`config.mk`:
```
export PLATFORM = sky130hd
export DESIGN_NAME = alu_issue_stage
export DESIGN_NICKNAME = d
export VERILOG_FILES = /design/src/rtl/alu_issue_stage.sv
export SDC_FILE = /design/constraint.sdc
export NUM_CORES = 1
export LEC_CHECK = 0
export ABC_CLOCK_PERIOD_IN_PS = 1910
export BUFFER_PORTS_ARGS = -buffer_cell sky130_fd_sc_hd__buf_4
export CAP_MARGIN = 20
export CORE_UTILIZATION = 31
export DETAILED_ROUTE_END_ITERATION = 6
export PLACE_DENSITY_LB_ADDON = 0.2
export SYNTH_ARGS = -nofsm -noshare
export SYNTH_HDL_FRONTEND = slang
export SYNTH_SLANG_ARGS = --single-unit
```
`constraint.sdc`:
```
create_clock -name clk -period 1.91 [get_ports clk]
set_clock_uncertainty 0.05 [all_clocks]
set_input_delay 0.191 -clock clk [delete_from_list [all_inputs] [get_ports clk]]
set_output_delay 0.191 -clock clk [all_outputs]
set_load 0.05 [all_outputs]
```
`src/rtl/alu_issue_stage.sv`:
```
// Issue stage in front of the 32-bit ALU: decodes ALUOp/funct, builds operand B,
// and buffers entries in an output register plus a skid register.
module alu_issue_stage (
    input  logic        clk,
    input  logic        rst,
    input  logic        flush,
    input  logic        in_valid,
    output logic        in_ready,
    input  logic [1:0]  in_aluop,
    input  logic [5:0]  in_funct,
    input  logic        in_alusrc,
    input  logic [31:0] in_rs,
    input  logic [31:0] in_rt,
    input  logic [15:0] in_imm,
    output logic        out_valid,
    input  logic        out_ready,
    output logic [31:0] out_a,
    output logic [31:0] out_b,
    output logic [3:0]  out_op,
    output logic        out_illegal
);

    localparam logic [3:0] OP_AND = 4'b0000;
    localparam logic [3:0] OP_OR  = 4'b0001;
    localparam logic [3:0] OP_ADD = 4'b0010;
    localparam logic [3:0] OP_SUB = 4'b0110;
    localparam logic [3:0] OP_SLT = 4'b0111;

    // Returns {op, illegal}; unknown R-type funct falls back to ADD and flags illegal.
    function automatic logic [4:0] decode_op(input logic [1:0] aluop, input logic [5:0] funct);
        logic [4:0] res;
        case (aluop)
            2'b00: res = {OP_ADD, 1'b0};
            2'b01: res = {OP_SUB, 1'b0};
            2'b11: res = {OP_OR, 1'b0};
            2'b10: begin
                case (funct)
                    6'b100000: res = {OP_ADD, 1'b0};
                    6'b100010: res = {OP_SUB, 1'b0};
                    6'b100100: res = {OP_AND, 1'b0};
                    6'b100101: res = {OP_OR, 1'b0};
                    6'b101010: res = {OP_SLT, 1'b0};
                    default:   res = {OP_ADD, 1'b1};
                endcase
            end
            default: res = {OP_ADD, 1'b1};
        endcase
        return res;
    endfunction

    // Entry layout: {a[31:0], b[31:0], op[3:0], illegal}
    logic [68:0] in_entry_s;
    logic [68:0] or_data_r;
    logic [68:0] sk_data_r;
    logic        or_valid_r;
    logic        sk_valid_r;
    logic        in_ready_r;

    logic [4:0]  dec_s;
    logic [31:0] in_b_s;
    logic        accept_s;
    logic        drain_s;
    logic        or_valid_n_s;
    logic        sk_valid_n_s;
    logic        or_from_in_s;
    logic        or_from_sk_s;
    logic        sk_from_in_s;

    // Input-side decode and B operand selection.
    always_comb begin
        dec_s = decode_op(in_aluop, in_funct);
        if (in_aluop == 2'b11) begin
            in_b_s = {16'h0000, in_imm};
        end else if (in_alusrc) begin
            in_b_s = {{16{in_imm[15]}}, in_imm};
        end else begin
            in_b_s = in_rt;
        end
        in_entry_s = {in_rs, in_b_s, dec_s};
    end

    // Next-state control for the output/skid pair.
    always_comb begin
        accept_s     = in_valid && in_ready_r;
        drain_s      = or_valid_r && out_ready;
        or_valid_n_s = or_valid_r;
        sk_valid_n_s = sk_valid_r;
        or_from_in_s = 1'b0;
        or_from_sk_s = 1'b0;
        sk_from_in_s = 1'b0;
        if (flush) begin
            or_valid_n_s = 1'b0;
            sk_valid_n_s = 1'b0;
        end else if (!or_valid_r || drain_s) begin
            // in_ready is low whenever SK is full, so no accept competes with the SK move.
            if (sk_valid_r) begin
                or_from_sk_s = 1'b1;
                or_valid_n_s = 1'b1;
                sk_valid_n_s = 1'b0;
            end else if (accept_s) begin
                or_from_in_s = 1'b1;
                or_valid_n_s = 1'b1;
            end else begin
                or_valid_n_s = 1'b0;
            end
        end else begin
            if (accept_s) begin
                sk_from_in_s = 1'b1;
                sk_valid_n_s = 1'b1;
            end else begin
                sk_valid_n_s = sk_valid_r;
            end
        end
    end

    // Storage update; data fields only clear on reset and otherwise hold.
    always_ff @(posedge clk) begin
        if (rst) begin
            or_valid_r <= 1'b0;
            sk_valid_r <= 1'b0;
            in_ready_r <= 1'b0;
            or_data_r  <= 69'd0;
            sk_data_r  <= 69'd0;
        end else begin
            or_valid_r <= or_valid_n_s;
            sk_valid_r <= sk_valid_n_s;
            in_ready_r <= !sk_valid_n_s;
            if (or_from_sk_s) begin
                or_data_r <= sk_data_r;
            end else if (or_from_in_s) begin
                or_data_r <= in_entry_s;
            end
            if (sk_from_in_s) begin
                sk_data_r <= in_entry_s;
            end
        end
    end

    assign in_ready    = in_ready_r;
    assign out_valid   = or_valid_r;
    assign out_a       = or_data_r[68:37];
    assign out_b       = or_data_r[36:5];
    assign out_op      = or_data_r[4:1];
    assign out_illegal = or_data_r[0];

endmodule

```
* After elaboration in Yosys (flattened, before gate mapping)
Cells that the tools add are included.
** Storage, ports and cells
- Output and inout bits :: 71
- Flip-flop bits (word level) :: 141
** Operators by class
- Mux-type cells :: 19
- Reductions and logical operators :: 8
- Equal/unequal tests :: 8
** Operators by type and width (number)
- 69-bit two-way mux :: 2
- 32-bit two-way mux :: 2
- 6-bit equality test, second input constant :: 5
- 4-bit case mux with 5 select lines :: 1
- 5-bit case mux with 4 select lines :: 1
- 1-bit two-way mux :: 13
- 2-bit equality test, second input constant :: 2
- 2-bit by 1-bit equality test with 1-bit output, second input constant :: 1
- 1-bit logical AND :: 2
- 1-bit zero test :: 2
- 2-bit zero test :: 1
- 2-bit nonzero test :: 1
- 2-bit OR reduction :: 1
- 1-bit logical OR :: 1

* Longest topological paths before layout
Gate-level depths: netlist of run 1.
- Depth after elaboration :: 7
- Gate-level depth with buffers :: 7

* Worst setup path before layout of run 1
OpenSTA, ideal clock, no wires.
- Path kind :: register to register
- From :: register or_valid_r, in the netlist out_valid
- To :: register sk_data_r[52]
- Data required time :: 1.728 ns
- Path slack :: 0.043 ns
- Data arrival time :: 1.684 ns
- Cell stages (with the launch flop) :: 8
- Cells stage by stage :: dfxtp_1 > nand2b_1 > or3_1 > clkbuf_1 > buf_6 > buf_2 > nand2_1 > a21oi_1
** Between the ends
- Cells in the longest elaborated chain, start to end :: 4
- Elaborated cells between the ends (all ways) :: 5
** RTL lines
- from (decl) :: RTL line 55 : logic or_valid_r;
- from (signal assigned) :: RTL line 125 : or_valid_r <= or_valid_n_s;
- 1-bit zero test or 1-bit logical AND (tied branches) :: RTL line 94, 85
- 1-bit logical OR * :: RTL line 94 : end else if (!or_valid_r || drain_s) begin
- 1-bit two-way mux * :: RTL line 94
- 1-bit two-way mux * :: RTL line 91 : if (flush) begin
- to (signal assigned) :: RTL line 134 : sk_data_r <= in_entry_s;
- to (decl) :: RTL line 54 : logic [68:0] sk_data_r;
Mark *: on every way between the ends. The rest lies on a longest branch, timed or not.
A chain may end at the register's enable or synchronous reset.

* Final worst setup path of run 1
- From :: input port flush
- To :: register sk_data_r[56]
** Between the ends
- Cells in the longest elaborated chain, start to end :: 1
** RTL lines
- from (decl) :: RTL line 6 : input logic flush,
- 1-bit two-way mux :: RTL line 91
No other way between the ends.

==> results of run 1 <==
-- layout by cell type (no fill, tap or decap), types with 2 or more instances in the layout --
| cell | n |
|---|---|
| sky130_fd_sc_hd__nor3_1 | 37 |
| sky130_fd_sc_hd__nor4_2 | 2 |
| sky130_fd_sc_hd__mux2_1 | 2 |
| sky130_fd_sc_hd__nand2b_1 | 2 |
| sky130_fd_sc_hd__clkinvlp_4 | 3 |
| sky130_fd_sc_hd__clkbuf_8 | 3 |
| sky130_fd_sc_hd__or4bb_1 | 2 |
| sky130_fd_sc_hd__buf_4 | 174 |
| sky130_fd_sc_hd__clkinv_2 | 3 |
| sky130_fd_sc_hd__nor2_1 | 101 |
| sky130_fd_sc_hd__dfxtp_1 | 139 |
| sky130_fd_sc_hd__mux2_2 | 15 |
| sky130_fd_sc_hd__clkbuf_16 | 17 |
| sky130_fd_sc_hd__inv_1 | 2 |
| sky130_fd_sc_hd__buf_12 | 9 |
| sky130_fd_sc_hd__bufinv_16 | 4 |
| sky130_fd_sc_hd__o2bb2ai_1 | 16 |
| sky130_fd_sc_hd__a21oi_1 | 71 |
| sky130_fd_sc_hd__a211oi_1 | 33 |
| sky130_fd_sc_hd__nand2_1 | 106 |
| sky130_fd_sc_hd__mux2i_1 | 32 |
| sky130_fd_sc_hd__o221ai_1 | 35 |
| sky130_fd_sc_hd__dlygate4sd3_1 | 33 |
-- per-stage QoR --
step           hold WS [ns]  worst slack, ns  cells  utilization (%)
6_report             0.1257           0.1190   1089            45.45
5_1_grt              0.1246          0.02821   1089            45.45
4_1_cts              0.1168           0.1324   1089            45.45
3_5_place_dp         0.3961           0.2027   1024            40.14
3_3_place_gp         0.3907           0.2286   1024            40.14
2_1_floorplan        0.2195          0.04334    675                -
-- cells by family after synthesis --
kind of cell	share of synthesized area, %
buf+inv	5.922
flops	47.55
other cells	0.06408
simple gates	19.16
mux	8.745
compound gates	18.56
-- flip-flops by register name (all words and copies together) (netlist names) --
register / count
sk_valid_r: 1
in_ready: 1
sk_data_r: 68
out_valid: 1
or_data_r: 68
-- area by class of cell --
cell class	instances	share of cell area, %
Clock buffer	21	5.685
Clock inverter	11	2.011
Inverter	2	0.09072
Multi-Input combinational cell	471	33.17
Sequential cell	139	33.63
Tap cell	229	3.462
Timing Repair Buffer	216	21.95
-- where the power goes --
group | internal (uW) | switching (uW)
Combinational | 385 | 530
Clock | 2280 | 1260
Sequential | 2970 | 37.3
Total | 5640 | 1830
-- path summary, 6_finish.rpt --
kind | slack (ns) | endpoint | start | cells after the start
setup / recovery | 0.12 | sk_data_r[56]$_SDFFE_PP0P_ | flush | 6
hold / removal | 0.13 | sk_data_r[7]$_SDFFE_PP0P_ | in_imm[2] | 4
setup reg to reg | 0.19 | sk_data_r[56]$_SDFFE_PP0P_ | in_ready$_SDFF_PP0_ | 5
hold reg to reg | 0.40 | or_data_r[35]$_SDFFE_PP0P_ | or_data_r[35]$_SDFFE_PP0P_ | 2
-- cells in the mapped netlist --
cell,instances
sky130_fd_sc_hd__dfxtp_1,139
sky130_fd_sc_hd__mux2i_1,32
sky130_fd_sc_hd__nand3b_1,1
sky130_fd_sc_hd__or4bb_1,2
sky130_fd_sc_hd__nand2b_1,3
sky130_fd_sc_hd__nor3_2,1
sky130_fd_sc_hd__o22ai_1,1
sky130_fd_sc_hd__o221ai_1,35
sky130_fd_sc_hd__buf_6,4
sky130_fd_sc_hd__buf_2,25
sky130_fd_sc_hd__nor4_1,1
sky130_fd_sc_hd__nor2b_2,1
sky130_fd_sc_hd__nor2_1,101
sky130_fd_sc_hd__nor3_1,38
sky130_fd_sc_hd__or4b_1,1
sky130_fd_sc_hd__a211oi_1,33
sky130_fd_sc_hd__conb_1,1
sky130_fd_sc_hd__a21oi_2,1
sky130_fd_sc_hd__mux2_2,15
sky130_fd_sc_hd__nor4_2,2
sky130_fd_sc_hd__and2_1,1
sky130_fd_sc_hd__nand2_1,106
sky130_fd_sc_hd__nor2_8,1
sky130_fd_sc_hd__o2bb2ai_1,16
sky130_fd_sc_hd__a21oi_1,71
sky130_fd_sc_hd__mux2_1,2
sky130_fd_sc_hd__buf_1,3
sky130_fd_sc_hd__inv_1,2
sky130_fd_sc_hd__nor2b_1,1
sky130_fd_sc_hd__buf_8,3
sky130_fd_sc_hd__clkbuf_1,26
sky130_fd_sc_hd__o311a_1,1
sky130_fd_sc_hd__buf_4,2
sky130_fd_sc_hd__o41a_1,1
sky130_fd_sc_hd__or3_1,2
-- critical path, delay by kind of cell --
family                 cells  cell delay, ns
AO/OA/AOI/OAI              1            0.07
buffers and inverters      3            1.03
AND/OR/NAND/NOR            2            0.75
-- routing by layer --
layer  up-vias  routed length [um]  part of all wire (%)  GRT usage, %
met3        16                 854                   5.1         5.231
met5         -                   0                     0             0
met1      2504                7730                    46         21.67
met4         0                 224                   1.3         5.789
met2       123                7892                    47         29.70
li1       2723                   -                     -             -
==> out/summary.json, run 1 <==
{
  "run_status": {
    "outcome": "finished clean"
  },
  "grt": {
    "number_of_global_route_vias_before_repair": 5206,
    "antenna_found_initial": 0,
    "grt_start_max_net_pins": 69,
    "global_route.usage.total_pct": 17.72,
    "grt_first_pass_wirelength_um": 27290,
    "globalRouteOverflowTotal": 0
  },
  "clock_tree": {
    "clk_pin_slew_worst_paths_ns": 0.06,
    "cts.htree.levels": 4,
    "post-cts-setup-buffers": 0,
    "cts.sinks": 139,
    "clock_insertion_delay_worst_skew_ns": 0.42,
    "clockRootBuffer": "sky130_fd_sc_hd__clkbuf_16",
    "max_clock_buf_depth": 2,
    "tritoncts": "yes",
    "number_of_buffers_added_by_the_clock_tree_synthesis_step": 17,
    "post_cts_hold_buffer_count": 33,
    "ctsResizeCount": 0
  },
  "pwr": {
    "p_leak_uw": 0.003059,
    "finalPower_uw": 7470,
    "worst_ir_drop_vdd_mv": 0.6081,
    "power_per_cell_area_nw_per_um2": 902.7
  },
  "synth": {
    "yosys_warnings": 0,
    "ys_types": 35,
    "seq_area_frac_synth_pct": 47.55,
    "syn-instance-count": 675,
    "post_synth_instance_area_um2": 5852,
    "synth_top_cells_by_area": "sky130_fd_sc_hd__dfxtp_1 48%, sky130_fd_sc_hd__nand2_1 6.8%, sky130_fd_sc_hd__nor2_1 6.5%",
    "postSynthRegisterBits": 139,
    "synth_area_per_cell_um2": 8.669,
    "dominant_cell_type_by_area_after_synthesis": "sky130_fd_sc_hd__dfxtp_1",
    "yosys.area.top_type_share_pct": 47.55,
    "syn_nets": 769
  },
  "run": {
    "max_cap_viol_count": 0
  },
  "timing": {
    "setup_viol": 0,
    "worst-slew-pin-transition_ns": 0.5932,
    "max-slew-margin-rel_pct": 60.36,
    "timing.final.crit_share_pct": 93.77,
    "fmax_mhz": 558.4,
    "grt_setup_unrepaired": "no",
    "fin_tns_setup_ns": 0,
    "timing.final.max_slew_violations": 0,
    "timing_hold_violations_final": 0,
    "period_minus_slack_ns": 1.791
  },
  "worst_setup_path": {
    "crit_path_cell_trace": "dlygate4sd3_1 > buf_4 > or3_2 > buf_4 > nand2_1 > a21oi_1",
    "critPathMaxFanout": 22,
    "timing_worst_setup_path_type": "input port to flop",
    "worst_setup_path_end_kind": "flop",
    "crit_path_top_delay_cell": "sky130_fd_sc_hd__or3_2",
    "setup.worst_path.start_class": "input port",
    "most_used_cell_cp": "sky130_fd_sc_hd__buf_4",
    "worst-endpoint-required_ns": 2.16,
    "crit_arrival_ns": 2.04,
    "slowest_delay_ns": 0.65
  },
  "die": {
    "placementRows": 49,
    "die_height_um": 139.4,
    "starting_density_of_the_core_pct": 32.14,
    "total_die_area_um2": 19430,
    "core_area_um2": 18210,
    "chipWidth_um": 139.4,
    "ioPinCount": 165
  },
  "placement": {
    "placement.cell_area_um2": 7308,
    "dpl.hpwl_um": 10640,
    "gp_congestion": 0.7070,
    "numPortBuffers": 163
  },
  "worst_hold_path": {
    "worstHoldPathType": "input port to flop"
  },
  "route": {
    "drc_violation_total_after_the_first_tritonroute_iteration": 249,
    "routed_via_density": 4.927,
    "dr.pass1.iters": 6,
    "drt_wl_total_um": 16700,
    "drc_viols": 0,
    "drt.antenna.violating_nets": 0,
    "average_detailed_routed_wire_length_per_instance_um": 15.34,
    "route.vias.total": 5366
  },
  "layout": {
    "layout.nets": 941,
    "multi_input_comb_area_um2": 2745,
    "num_antenna_cells": 0,
    "final-seq-area_um2": 2783,
    "layout.filler_cells": 1791,
    "area_overhead_vs_synth_pct": 41.42,
    "stdcell_area_um2": 8275,
    "post_route_cells_drive_above_1_share_pct": 27.67
  }
}
Power figures use the tool's default switching activity.
==> inputs of run 2 (changes only) <==
--- a/config.mk
+++ b/config.mk
@@ -8,7 +8,8 @@
 export ABC_CLOCK_PERIOD_IN_PS = 1910
 export BUFFER_PORTS_ARGS = -buffer_cell sky130_fd_sc_hd__buf_4
 export CAP_MARGIN = 20
-export CORE_UTILIZATION = 31
+export CORE_UTILIZATION = 52
+export CTS_CLUSTER_SIZE = 40
 export DETAILED_ROUTE_END_ITERATION = 6
 export PLACE_DENSITY_LB_ADDON = 0.2
 export SYNTH_ARGS = -nofsm -noshare
==> constraint.sdc (replaced) <==
create_clock -name clk -period 1.91 [get_ports clk]
set_clock_uncertainty 0.05 [all_clocks]
set_input_delay 0 -clock clk [delete_from_list [all_inputs] [get_ports clk]]
set_output_delay 0 -clock clk [all_outputs]
set_load 0.05 [all_outputs]
==> run 2 against run 1 <==
Compared with the run above:
- final area grew 4.0%
- count of clock-buffer cells in the layout increased by 5
- die area shrank 40%
- register-to-register slack hardly changed
- clock power is 18% lower
- sequential share of layout area fell by 1.3 points
- power fell by 7.2%
- wire length rose by 3.2%
- global-route usage is 13 points higher
- critical path type unchanged
- largest cell class unchanged
==> out/summary.json, run 2 (synthesized netlist as in run 1, its figures left out) <==
{
  "run_status": {
    "outcome": "finished clean"
  },
  "timing": {
    "fmax": {"value": 555.0, "unit": "MHz", "change": "-0.60%"},
    "timing_hold_violations_final": {"value": 0, "change": "unchanged"},
    "grt_setup_unrepaired": "no",
    "worst-slew-pin-transition": {"value": 0.7049, "unit": "ns", "change": "+0.1117 ns"},
    "setup_viol": {"value": 0, "change": "unchanged"},
    "period_minus_slack": {"value": 1.802, "unit": "ns", "change": "+0.01073 ns"},
    "timing.final.max_slew_violations": {"value": 0, "change": "unchanged"},
    "timing.final.crit_share": {"value": 94.33, "unit": "%", "change": "+0.56 points"},
    "final_worst_hold_slack": {"value": 0.02823, "unit": "ns", "change": "-0.09751 ns"},
    "fin_tns_setup": {"value": 0, "unit": "ns", "change": "unchanged"},
    "max-slew-margin-rel": {"value": 53.01, "unit": "%", "change": "-7.4 points"}
  },
  "layout": {
    "layout.cells.non_filler": {"value": 1056, "change": "-3.0%"},
    "mostFrequentLayoutCell": "sky130_fd_sc_hd__buf_4",
    "layout.filler_cells": {"value": 668, "change": "-63%"},
    "post_route_cells_drive_above_1_share": {"value": 25.00, "unit": "%", "change": "-2.7 points"},
    "num_antenna_cells": {"value": 0, "change": "unchanged"},
    "layout.cells.most_common_list": "174 x sky130_fd_sc_hd__buf_4, 139 x sky130_fd_sc_hd__dfxtp_1, 106 x sky130_fd_sc_hd__nand2_1, 101 x sky130_fd_sc_hd__nor2_1, 97 x sky130_fd_sc_hd__dlygate4sd3_1",
    "area_overhead_vs_synth_pct": 47.12,
    "reg.largest.list": "or_data_r: 68 flops, sk_data_r: 68 flops",
    "layout.nets": {"value": 1001, "change": "+6.4%"},
    "fin_util": {"value": 79.07, "unit": "%", "change": "+34 points"}
  },
  "route": {
    "m1WireLength": {"value": 6814, "unit": "um", "change": "-12%"},
    "average_detailed_routed_wire_length_per_instance": {"value": 16.32, "unit": "um", "change": "+6.4%"},
    "route.vias.total": {"value": 5986, "change": "+12%"},
    "drt_wl_total": {"value": 17240, "unit": "um", "change": "+3.2%"},
    "drt.antenna.violating_nets": {"value": 0, "change": "unchanged"},
    "routed_length_on_met2": {"value": 8538, "unit": "um", "change": "+8.2%"},
    "drc_violation_total_after_the_first_tritonroute_iteration": {"value": 427, "change": "+71%"},
    "routed_via_density": {"value": 5.669, "change": "+15%"},
    "dr.pass1.iters": {"value": 5, "change": "-1"},
    "met3WireLength": {"value": 1206, "unit": "um", "change": "+41%"},
    "highest-signal-layer": "met4",
    "drc_viols": {"value": 0, "change": "unchanged"}
  },
  "clock_tree": {
    "post-cts-setup-buffers": {"value": 0, "change": "unchanged"},
    "cts.sinks": {"value": 139, "change": "unchanged"},
    "max_clock_buf_depth": {"value": 2, "change": "unchanged"},
    "clk_pin_slew_worst_paths": {"value": 0.06, "unit": "ns", "change": "about the same"},
    "clock_insertion_delay_worst_skew": {"value": 0.53, "unit": "ns", "change": "+0.11 ns"},
    "number_of_buffers_added_by_the_clock_tree_synthesis_step": {"value": 17, "change": "unchanged"},
    "clockRootBuffer": "sky130_fd_sc_hd__clkbuf_8",
    "tritoncts": "yes",
    "cts.htree.levels": {"value": 4, "change": "unchanged"}
  },
  "grt": {
    "global_route.usage.total": {"value": 30.51, "unit": "%", "change": "+13 points"},
    "globalRouteOverflowTotal": {"value": 0, "change": "unchanged"},
    "number_of_global_route_vias_before_repair": {"value": 5886, "change": "+13%"},
    "antenna_found_initial": {"value": 0, "change": "unchanged"},
    "grt_start_max_net_pins": {"value": 56, "change": "-19%"},
    "grt_first_pass_wirelength": {"value": 27720, "unit": "um", "change": "+1.6%"}
  },
  "pwr": {
    "power_switching": {"value": 1721, "unit": "uW", "change": "-6.1%"},
    "internal_power": {"value": 5213, "unit": "uW", "change": "-7.5%"},
    "share_seq_of_total_power": {"value": 43.4, "unit": "%", "change": "+3.2 points"},
    "worst_ir_drop_vdd": {"value": 0.6169, "unit": "mV", "change": "+1.4%"},
    "power_frac_clock": {"value": 41.8, "unit": "%", "change": "-5.7 points"},
    "power.share.switching": {"value": 24.82, "unit": "%", "change": "+0.29 points"},
    "p_leak": {"value": 0.003250, "unit": "uW", "change": "+6.2%"},
    "comb_power_share": {"value": 14.8, "unit": "%", "change": "+2.5 points"},
    "power_per_cell_area": {"value": 805.4, "unit": "nW/um2", "change": "-11%"}
  },
  "worst_setup_path": {
    "crit_arrival": {"value": 2.20, "unit": "ns", "change": "+0.16 ns"},
    "setup.worst_path.start_class": "input port",
    "critical_path.reg2reg.startpoint": "out_valid$_SDFFE_PP0N_",
    "worst-endpoint-required": {"value": 2.31, "unit": "ns", "change": "+0.15 ns"},
    "setup.worst_path.start": "in_funct[0]",
    "worst_setup_path_end_kind": "flop",
    "critPathMaxFanout": {"value": 4, "change": "-82%"},
    "timing_worst_setup_path_type": "input port to flop"
  },
  "die": {
    "chipWidth": {"value": 108.1, "unit": "um", "change": "-22%"},
    "total_die_area": {"value": 11680, "unit": "um2", "change": "-40%"},
    "starting_density_of_the_core": {"value": 53.75, "unit": "%", "change": "+22 points"},
    "die_height": {"value": 108.1, "unit": "um", "change": "-22%"},
    "ioPinCount": {"value": 165, "change": "unchanged"},
    "core_area": {"value": 10890, "unit": "um2", "change": "-40%"},
    "placementRows": {"value": 38, "change": "-22%"}
  },
  "worst_hold_path": {
    "worstHoldPathType": "input port to flop",
    "hold_path_startpoint": "in_aluop[1]"
  },
  "run": {
    "max_cap_viol_count": {"value": 0, "change": "unchanged"}
  },
  "placement": {
    "gp_congestion": {"value": 0.7491, "change": "+6.0%"},
    "placedCellCount": {"value": 931, "change": "-9.1%"},
    "numPortBuffers": {"value": 163, "change": "unchanged"},
    "dpl.hpwl": {"value": 9622, "unit": "um", "change": "-9.5%"}
  }
}
run 2: repair_timing:
action	in CTS	in global routing
setup endpoints to repair	0	2
hold endpoints to repair	139	0
hold buffers	97	0
gates resized for setup	0	1
run 2: layer usage:
| metal | global-route usage (%) | vias up |
|---|---|---|
| met4 | 18.30 | 0 |
| met2 | 50.82 | 277 |
| li1 | - | 2847 |
| met5 | 0 | - |
| met3 | 7.354 | 64 |
| met1 | 35.45 | 2798 |
run 2: layout make-up:
| cell class | count | area (um2) | area share [%] |
|---|---|---|---|
| clock buffers | 26 | 508.0 | 5.900 |
| clock inverters | 2 | 10.01 | 0.1163 |
| well taps | 140 | 175.2 | 2.035 |
| flip-flops and latches | 139 | 2783 | 32.32 |
| multi-input cells | 471 | 2749 | 31.93 |
| inverters | 2 | 7.507 | 0.08720 |
| repair buffers | 276 | 2377 | 27.61 |
run 2: stage by stage:
step	cell area, um2	setup WS [ns]	total power [uW]
6_report	8610	0.1083	6934
5_1_grt	8610	0.02610	7148
4_1_cts	8606	0.1088	6938
3_5_place_dp	7117	0.2292	3902
3_3_place_gp	7117	0.2967	3887
2_1_floorplan	5852	0.04334	3565
run 2: power by group through the flow:
stage / logic, uW / registers, uW / clock network, uW
detailed placement: 833 / 3070 / 0
floorplan: 287 / 3280 / 0
finish: 1030 / 3010 / 2900
CTS: 1010 / 3010 / 2920
global placement: 821 / 3070 / 0
global route: 1090 / 3010 / 3040
run 2: critical path: stages:
cell                            delay, ns
sky130_fd_sc_hd__dlygate4sd3_1       0.55
sky130_fd_sc_hd__buf_4               0.15
sky130_fd_sc_hd__or4bb_1             0.50
sky130_fd_sc_hd__dlygate4sd3_1       0.59
sky130_fd_sc_hd__a21oi_2             0.18
sky130_fd_sc_hd__nor3_1              0.06
sky130_fd_sc_hd__nor3_1              0.18
run 2: worst paths after layout:
| check | to | slack [ns] | cells past startpoint |
|---|---|---|---|
| hold / removal | sk_data_r[1]$_SDFFE_PP0P_ | 0.03 | 5 |
| setup / recovery | sk_data_r[1]$_SDFFE_PP0P_ | 0.11 | 7 |
| setup reg to reg | sk_data_r[31]$_SDFFE_PP0P_ | 0.19 | 5 |
| hold reg to reg | or_data_r[29]$_SDFFE_PP0P_ | 0.40 | 2 |
